### src/rtl/reservation_station.sv
// ---------------------------------------------------------------------------
// reservation_station
//
// Holds ALU / branch / JAL / JALR / AUIPC micro-ops handed over by Issue until
// both source operands are known, then dispatches at most one ready entry per
// cycle to the ALU through registered outputs.
//
// Ports
//   clk_in, rst_in, rdy_in      clock, async active-high reset, global enable
//   _clear                      pipeline flush (drops every entry)
//   _rs_*                       incoming micro-op from Issue (_rs_ready = valid)
//   _rs_full                    combinational back-pressure to Issue
//   _cdb_alu_*, _cdb_lsb_*      result broadcasts used for operand wakeup
//   _alu_*                      registered dispatch to the ALU (_alu_ready
//                               is a one-cycle pulse)
// ---------------------------------------------------------------------------
module reservation_station #(
    parameter int RS_SIZE = 8,
    parameter int IDX_W   = 4
) (
    input  logic        clk_in,
    input  logic        rst_in,
    input  logic        rdy_in,
    input  logic        _clear,
    input  logic        _rs_ready,
    input  logic [6:0]  _rs_type,
    input  logic [3:0]  _rs_op,
    input  logic [4:0]  _rs_rob_id,
    input  logic [31:0] _rs_r1,
    input  logic [31:0] _rs_r2,
    input  logic [31:0] _rs_imm,
    input  logic        _rs_has_dep1,
    input  logic [4:0]  _rs_dep1,
    input  logic        _rs_has_dep2,
    input  logic [4:0]  _rs_dep2,
    output logic        _rs_full,
    input  logic        _cdb_alu_ready,
    input  logic [4:0]  _cdb_alu_rob_id,
    input  logic [31:0] _cdb_alu_value,
    input  logic        _cdb_lsb_ready,
    input  logic [4:0]  _cdb_lsb_rob_id,
    input  logic [31:0] _cdb_lsb_value,
    output logic        _alu_ready,
    output logic [6:0]  _alu_type,
    output logic [3:0]  _alu_op,
    output logic [4:0]  _alu_rob_id,
    output logic [31:0] _alu_r1,
    output logic [31:0] _alu_r2,
    output logic [31:0] _alu_imm
);

    localparam int              SEL_W      = $clog2(RS_SIZE);
    localparam logic [IDX_W-1:0] FULL_COUNT = IDX_W'(RS_SIZE);

    // Entry storage
    logic [RS_SIZE-1:0] valid_reg;
    logic [RS_SIZE-1:0] has_dep1_reg;
    logic [RS_SIZE-1:0] has_dep2_reg;
    logic [6:0]         type_reg [RS_SIZE];
    logic [3:0]         op_reg   [RS_SIZE];
    logic [4:0]         rob_reg  [RS_SIZE];
    logic [31:0]        r1_reg   [RS_SIZE];
    logic [31:0]        r2_reg   [RS_SIZE];
    logic [31:0]        imm_reg  [RS_SIZE];
    logic [4:0]         dep1_reg [RS_SIZE];
    logic [4:0]         dep2_reg [RS_SIZE];
    logic [IDX_W-1:0]   count_reg;

    // Dispatch registers
    logic        alu_ready_reg;
    logic [6:0]  alu_type_reg;
    logic [3:0]  alu_op_reg;
    logic [4:0]  alu_rob_reg;
    logic [31:0] alu_r1_reg;
    logic [31:0] alu_r2_reg;
    logic [31:0] alu_imm_reg;

    logic full;
    assign full     = (count_reg == FULL_COUNT);
    assign _rs_full = full;

    // ------------------------------------------------------------------
    // Per-entry wakeup and readiness. The ALU bus is tested first so it
    // wins if both buses carry the same tag.
    // ------------------------------------------------------------------
    logic [RS_SIZE-1:0] ready_mask;
    logic [RS_SIZE-1:0] wake1;
    logic [RS_SIZE-1:0] wake2;
    logic [31:0]        wake1_val [RS_SIZE];
    logic [31:0]        wake2_val [RS_SIZE];

    generate
        for (genvar gi = 0; gi < RS_SIZE; gi++) begin : g_entry
            logic alu_hit1, lsb_hit1, alu_hit2, lsb_hit2;
            assign alu_hit1 = _cdb_alu_ready && (_cdb_alu_rob_id == dep1_reg[gi]);
            assign lsb_hit1 = _cdb_lsb_ready && (_cdb_lsb_rob_id == dep1_reg[gi]);
            assign alu_hit2 = _cdb_alu_ready && (_cdb_alu_rob_id == dep2_reg[gi]);
            assign lsb_hit2 = _cdb_lsb_ready && (_cdb_lsb_rob_id == dep2_reg[gi]);

            assign wake1[gi]     = valid_reg[gi] && has_dep1_reg[gi] && (alu_hit1 || lsb_hit1);
            assign wake2[gi]     = valid_reg[gi] && has_dep2_reg[gi] && (alu_hit2 || lsb_hit2);
            assign wake1_val[gi] = alu_hit1 ? _cdb_alu_value : _cdb_lsb_value;
            assign wake2_val[gi] = alu_hit2 ? _cdb_alu_value : _cdb_lsb_value;

            assign ready_mask[gi] = valid_reg[gi] && !has_dep1_reg[gi] && !has_dep2_reg[gi];
        end
    endgenerate

    // ------------------------------------------------------------------
    // Same-cycle bypass for the incoming micro-op
    // ------------------------------------------------------------------
    logic        in_alu_hit1, in_lsb_hit1, in_alu_hit2, in_lsb_hit2;
    logic        in_has_dep1, in_has_dep2;
    logic [31:0] in_r1, in_r2;

    assign in_alu_hit1 = _rs_has_dep1 && _cdb_alu_ready && (_cdb_alu_rob_id == _rs_dep1);
    assign in_lsb_hit1 = _rs_has_dep1 && _cdb_lsb_ready && (_cdb_lsb_rob_id == _rs_dep1);
    assign in_alu_hit2 = _rs_has_dep2 && _cdb_alu_ready && (_cdb_alu_rob_id == _rs_dep2);
    assign in_lsb_hit2 = _rs_has_dep2 && _cdb_lsb_ready && (_cdb_lsb_rob_id == _rs_dep2);

    assign in_has_dep1 = _rs_has_dep1 && !(in_alu_hit1 || in_lsb_hit1);
    assign in_has_dep2 = _rs_has_dep2 && !(in_alu_hit2 || in_lsb_hit2);
    assign in_r1 = in_alu_hit1 ? _cdb_alu_value : (in_lsb_hit1 ? _cdb_lsb_value : _rs_r1);
    assign in_r2 = in_alu_hit2 ? _cdb_alu_value : (in_lsb_hit2 ? _cdb_lsb_value : _rs_r2);

    // ------------------------------------------------------------------
    // Lowest-index free slot and lowest-index ready slot (pre-edge state)
    // ------------------------------------------------------------------
    logic             alloc_found;
    logic [SEL_W-1:0] alloc_idx;
    logic             sel_found;
    logic [SEL_W-1:0] sel_idx;
    logic             alloc_en;

    always_comb begin
        alloc_found = 1'b0;
        alloc_idx   = '0;
        sel_found   = 1'b0;
        sel_idx     = '0;
        // Scan downward so the last hit written is the lowest index.
        for (int i = RS_SIZE - 1; i >= 0; i--) begin
            if (!valid_reg[i]) begin
                alloc_found = 1'b1;
                alloc_idx   = SEL_W'(i);
            end
            if (ready_mask[i]) begin
                sel_found = 1'b1;
                sel_idx   = SEL_W'(i);
            end
        end
    end

    assign alloc_en = _rs_ready && !full && alloc_found;

    // ------------------------------------------------------------------
    // State update
    // ------------------------------------------------------------------
    always_ff @(posedge clk_in or posedge rst_in) begin
        if (rst_in) begin
            valid_reg     <= '0;
            has_dep1_reg  <= '0;
            has_dep2_reg  <= '0;
            count_reg     <= '0;
            alu_ready_reg <= 1'b0;
            alu_type_reg  <= '0;
            alu_op_reg    <= '0;
            alu_rob_reg   <= '0;
            alu_r1_reg    <= '0;
            alu_r2_reg    <= '0;
            alu_imm_reg   <= '0;
            for (int i = 0; i < RS_SIZE; i++) begin
                type_reg[i] <= '0;
                op_reg[i]   <= '0;
                rob_reg[i]  <= '0;
                r1_reg[i]   <= '0;
                r2_reg[i]   <= '0;
                imm_reg[i]  <= '0;
                dep1_reg[i] <= '0;
                dep2_reg[i] <= '0;
            end
        end else if (rdy_in) begin
            if (_clear) begin
                valid_reg     <= '0;
                count_reg     <= '0;
                alu_ready_reg <= 1'b0;
            end else begin
                for (int i = 0; i < RS_SIZE; i++) begin
                    if (alloc_en && (alloc_idx == SEL_W'(i))) begin
                        valid_reg[i]    <= 1'b1;
                        type_reg[i]     <= _rs_type;
                        op_reg[i]       <= _rs_op;
                        rob_reg[i]      <= _rs_rob_id;
                        r1_reg[i]       <= in_r1;
                        r2_reg[i]       <= in_r2;
                        imm_reg[i]      <= _rs_imm;
                        has_dep1_reg[i] <= in_has_dep1;
                        dep1_reg[i]     <= _rs_dep1;
                        has_dep2_reg[i] <= in_has_dep2;
                        dep2_reg[i]     <= _rs_dep2;
                    end else begin
                        if (wake1[i]) begin
                            r1_reg[i]       <= wake1_val[i];
                            has_dep1_reg[i] <= 1'b0;
                        end
                        if (wake2[i]) begin
                            r2_reg[i]       <= wake2_val[i];
                            has_dep2_reg[i] <= 1'b0;
                        end
                    end
                end

                // The selected slot is valid, the allocated one is not, so
                // the two writes to valid_reg never target the same bit.
                if (sel_found) begin
                    valid_reg[sel_idx] <= 1'b0;
                    alu_ready_reg      <= 1'b1;
                    alu_type_reg       <= type_reg[sel_idx];
                    alu_op_reg         <= op_reg[sel_idx];
                    alu_rob_reg        <= rob_reg[sel_idx];
                    alu_r1_reg         <= r1_reg[sel_idx];
                    alu_r2_reg         <= r2_reg[sel_idx];
                    alu_imm_reg        <= imm_reg[sel_idx];
                end else begin
                    alu_ready_reg <= 1'b0;
                end

                case ({alloc_en, sel_found})
                    2'b10:   count_reg <= count_reg + 1'b1;
                    2'b01:   count_reg <= count_reg - 1'b1;
                    default: count_reg <= count_reg;
                endcase
            end
        end
    end

    assign _alu_ready  = alu_ready_reg;
    assign _alu_type   = alu_type_reg;
    assign _alu_op     = alu_op_reg;
    assign _alu_rob_id = alu_rob_reg;
    assign _alu_r1     = alu_r1_reg;
    assign _alu_r2     = alu_r2_reg;
    assign _alu_imm    = alu_imm_reg;

endmodule

### config.mk
export PLATFORM = sky130hd
export DESIGN_NAME = reservation_station
export DESIGN_NICKNAME = d
export VERILOG_FILES = /design/src/rtl/reservation_station.sv
export SDC_FILE = /design/constraint.sdc
export NUM_CORES = 2
export LEC_CHECK = 0
export CORE_ASPECT_RATIO = 1.2
export CORE_UTILIZATION = 28
export CTS_CLUSTER_DIAMETER = 30
export CTS_CLUSTER_SIZE = 10
export DETAILED_ROUTE_END_ITERATION = 8
export GPL_TIMING_DRIVEN = 0
export PLACE_DENSITY = 0.48
export SYNTH_ARGS = -nofsm -noshare
export SYNTH_HDL_FRONTEND = slang
export SYNTH_SLANG_ARGS = --single-unit
### constraint.sdc
create_clock -name clk_in -period 54.9 [get_ports clk_in]
set_input_delay 10.98 -clock clk_in [delete_from_list [all_inputs] [get_ports clk_in]]
set_output_delay 10.98 -clock clk_in [all_outputs]
set_load 0.05 [all_outputs]
==> impl_metrics.ini <==
[worst_setup_path]
path_cells = clkdlybuf4s50_1 -> and2_1 -> clkbuf_1 -> nand4_1 -> nor2_1 -> buf_2 -> clkbuf_1 -> o21ai_0 -> o22a_1
crit_type = in -> reg
cp_common_cell = clkbuf_1
r2r-end = _alu_r1[28]$_DFFE_PP0P_
path_max_fanout = 10
worstSetupEndpointType = flop
arrival_ns = 15.74
crit-reg2reg-launch = valid_reg[1]$_DFFE_PP0P_
rrSetupSlack_ns = 49.79
startpoint_type = input pin
cp.required_ns = 55.70
rr_worst_depth = 9
critPathMaxStageDelay_ns = 1.02
cp_slowest_cell = clkbuf_1

[clocking]
cts_buffer_depth = 4
post-cts-setup-buffers = 0
cts_tree = built
clockRootBuffer = clkbuf_16
cts_buffers = 320
cts.sinks = 1117
clk_pin_slew_ns = 0.04
cts-resized-gates = 0
clkLatencyLatePin_ns = 0.99
htreeDepth = 5
cts_hold_buf = 0

[yosys]
synth_fp_nets = 6194
syn_area_um2 = 59900
yosysWarnings = 0
synth_flop_cell = dfrtp_1
synth-async-reset-ratio_pct = 100
ys_ff_latch = 1117
synth_edf_count = 0
syn_area_per_cell_um2 = 10.0
syn_inst = 5986
ys_types = 73
yosysSeqAreaShare_pct = 46.7

[floorplanning]
die_y_um = 509
dieArea_um2 = 216000
die_width_um = 424
io_pins = 319
initial_core_util_pct = 28.2
core_area_um2 = 212000
rows = 185

[hold_path]
hp-start = r1_reg[18]$_DFFE_PP0P_
holdCritPathClass = reg -> reg
worstHoldPathCells = 2
min_to = r1_reg[18]$_DFFE_PP0P_

[flow_run]
max-cap-violations = 16

[drt]
post-route-drc-count = 158
wl_um = 377000
drt.antenna.violating_nets = 0
wl_per_cell_um = 39.0
routed_via_density = 6.28
drt_iter0_markers = 9575
vias = 60800
drt-pass1-iter-count = 9

[run_status]
violations = DRC, capacitance limit, slew limit
status = finished, violations left

[timing]
finalHoldWorstSlack_ns = 0.479
hold_viol_final = 0
period_minus_slack_ns = 14.94
fin_setup_tns_ns = 0
min_period_over_period_pct = 27.2
worstMarginPinSlew_ns = 1.70
maxSlewViolCount = 141
rsz0062_at_grt = false
finalWorstSetupSlack_ns = 39.96
slew_headroom_pct = -13.7
finalClockSkew_ns = 0.104
max_freq_ghz = 0.0669
setup_viol = 0

[placed_design]
io_buffers = 264
pre_cts_ws_ns = 39.45
dpl.hpwl_um = 258000
gp_congestion = 1.01

[power_and_ir_drop]
leakagePower_nw = 33.1
p_sw_share_pct = 32.2
internal_power_mw = 2.61
ir_drop_mv = 0.0321
power_mw = 3.85
comb_power_share_pct = 21.8
p_seq_share_pct = 28.9
pwr_density_cell_nw_per_um2 = 49.6
total_switching_power_mw = 1.24
clockPowerShare_pct = 49.3

[grt]
met1_usage_pct = 40.0
grt_pass1_wl_um = 505000
grt-busiest-layer = met2
grt_usage_pct = 34.1
antenna_found_initial = 55
gr-total-overflow = 0
grt_max_degree = 117
grt_pass1_vias = 59500
met2_usage_pct = 49.6
grtUsageMet3_pct = 12.4

[final_layout]
drive_above_1_share_pct = 19.9
fin_nets = 6801
areaGrowthSynthToFinish_pct = 29.5
==> worst max path at each step <==
| stage | slack (ns) | endpoint | depth (start not counted) | from |
|---|---|---|---|---|
| final | 39.96 | r1_reg[151]$_DFFE_PP0P_ | 9 | _rs_ready |
| after floorplan | 12.47 | _alu_imm[0]$_DFFE_PP0P_ | 1 | rst_in |
| after global placement | -3.22 | _alu_r2[7]$_DFFE_PP0P_ | 2 | rst_in |
| after CTS | 40.44 | r2_reg[173]$_DFFE_PP0P_ | 10 | _rs_dep2[3] |
| after detailed placement | 39.45 | r2_reg[173]$_DFFE_PP0P_ | 10 | _rs_dep2[3] |
| after global routing | 40.24 | r1_reg[151]$_DFFE_PP0P_ | 9 | _rs_ready |
==> cells in the mapped netlist (80+ instances only) <==
cell         n  area [µm²]
dfrtp_1   1117       28000
nand2_1    695        2610
mux2_2     530        5970
clkbuf_1   409        1540
a21oi_1    301        1510
o21ai_0    263        1320
mux2i_1    222        2220
nand3_1    212        1060
o221ai_1   204        1790
inv_1      184         691
buf_2      181         906
nand4_1    178        1110
a222oi_1   160        1600
nor2_1     144         541
a22oi_1    114         856
a221oi_1   102         893
xor2_1     102         893
o22ai_1     85         532
xnor2_1     80         701
==> cell families after synthesis <==
| family | after synthesis | share of synthesized area, % |
|---|---|---|
| AO/OA/AOI/OAI | 1656 | 20.0 |
| AND/OR/NAND/NOR | 1440 | 11.2 |
| flip-flops | 1117 | 46.7 |
| buffers and inverters | 836 | 5.73 |
| multiplexers | 752 | 13.7 |
| XOR/XNOR | 182 | 2.66 |
| adder cells (fa/ha/maj) | 3 | 0.0752 |
==> worst max-delay path: cells and delay by family <==
family                 cells  cell delay [ns]
buffers and inverters      4             2.42
AO/OA/AOI/OAI              2             0.65
AND/OR/NAND/NOR            3             1.64
==> power by group through the flow <==
stage	Combinational (mW)	Sequential, mW	Clock, mW
after CTS	0.819	1.11	1.90
after global routing	0.868	1.13	1.95
after detailed placement	0.815	1.12	0
after global placement	0.802	1.12	0
after floorplan	0.371	1.21	0
final	0.837	1.11	1.90
==> layout by cell type, fill, tap and decap left out, drive strengths merged, types with 54 or more instances in the layout <==
cell type | netlist | final
dfrtp | 1117 | 1117
clkbuf | 410 | 823
nand2 | 695 | 695
mux2 | 530 | 530
o21ai | 318 | 318
a21oi | 303 | 303
clkdlybuf4s50 | 0 | 264
buf | 242 | 263
mux2i | 222 | 222
nand3 | 212 | 212
o221ai | 204 | 204
inv | 184 | 197
nand4 | 179 | 179
a222oi | 160 | 160
nor2 | 144 | 144
a22oi | 114 | 114
a221oi | 104 | 104
xor2 | 102 | 102
o22ai | 85 | 85
xnor2 | 80 | 80
o31ai | 73 | 73
clkinv | 0 | 64
o32a | 63 | 63
a31oi | 54 | 54
==> per-stage QoR <==
step	cells	instance area [µm²]	util [%]
after global routing	9638	77500	36.5
after CTS	9629	77400	36.5
after floorplan	5986	59900	-
final	9674	77500	36.6
after global placement	9055	66000	31.1
after detailed placement	9076	66600	31.4
==> metal layers <==
metal / wire length [µm] / vias to the layer above
li1: - / 23900
met1: 139000 / 30600
met2: 159000 / 4847
met3: 43700 / 1406
met4: 35600 / 32
met5: 233 / -
==> area by class of cell <==
type | instances | area [µm²]
fill | 21500 | 134000
multi-input combinational | 4033 | 28600
sequential | 1117 | 28000
clock buffer | 413 | 8920
tap | 2805 | 3510
timing repair buffer | 285 | 3090
buffer | 652 | 2780
clock inverter | 140 | 1920
inverter | 184 | 698
antenna | 45 | 113
No activity file was read; power rests on OpenSTA's default activity.
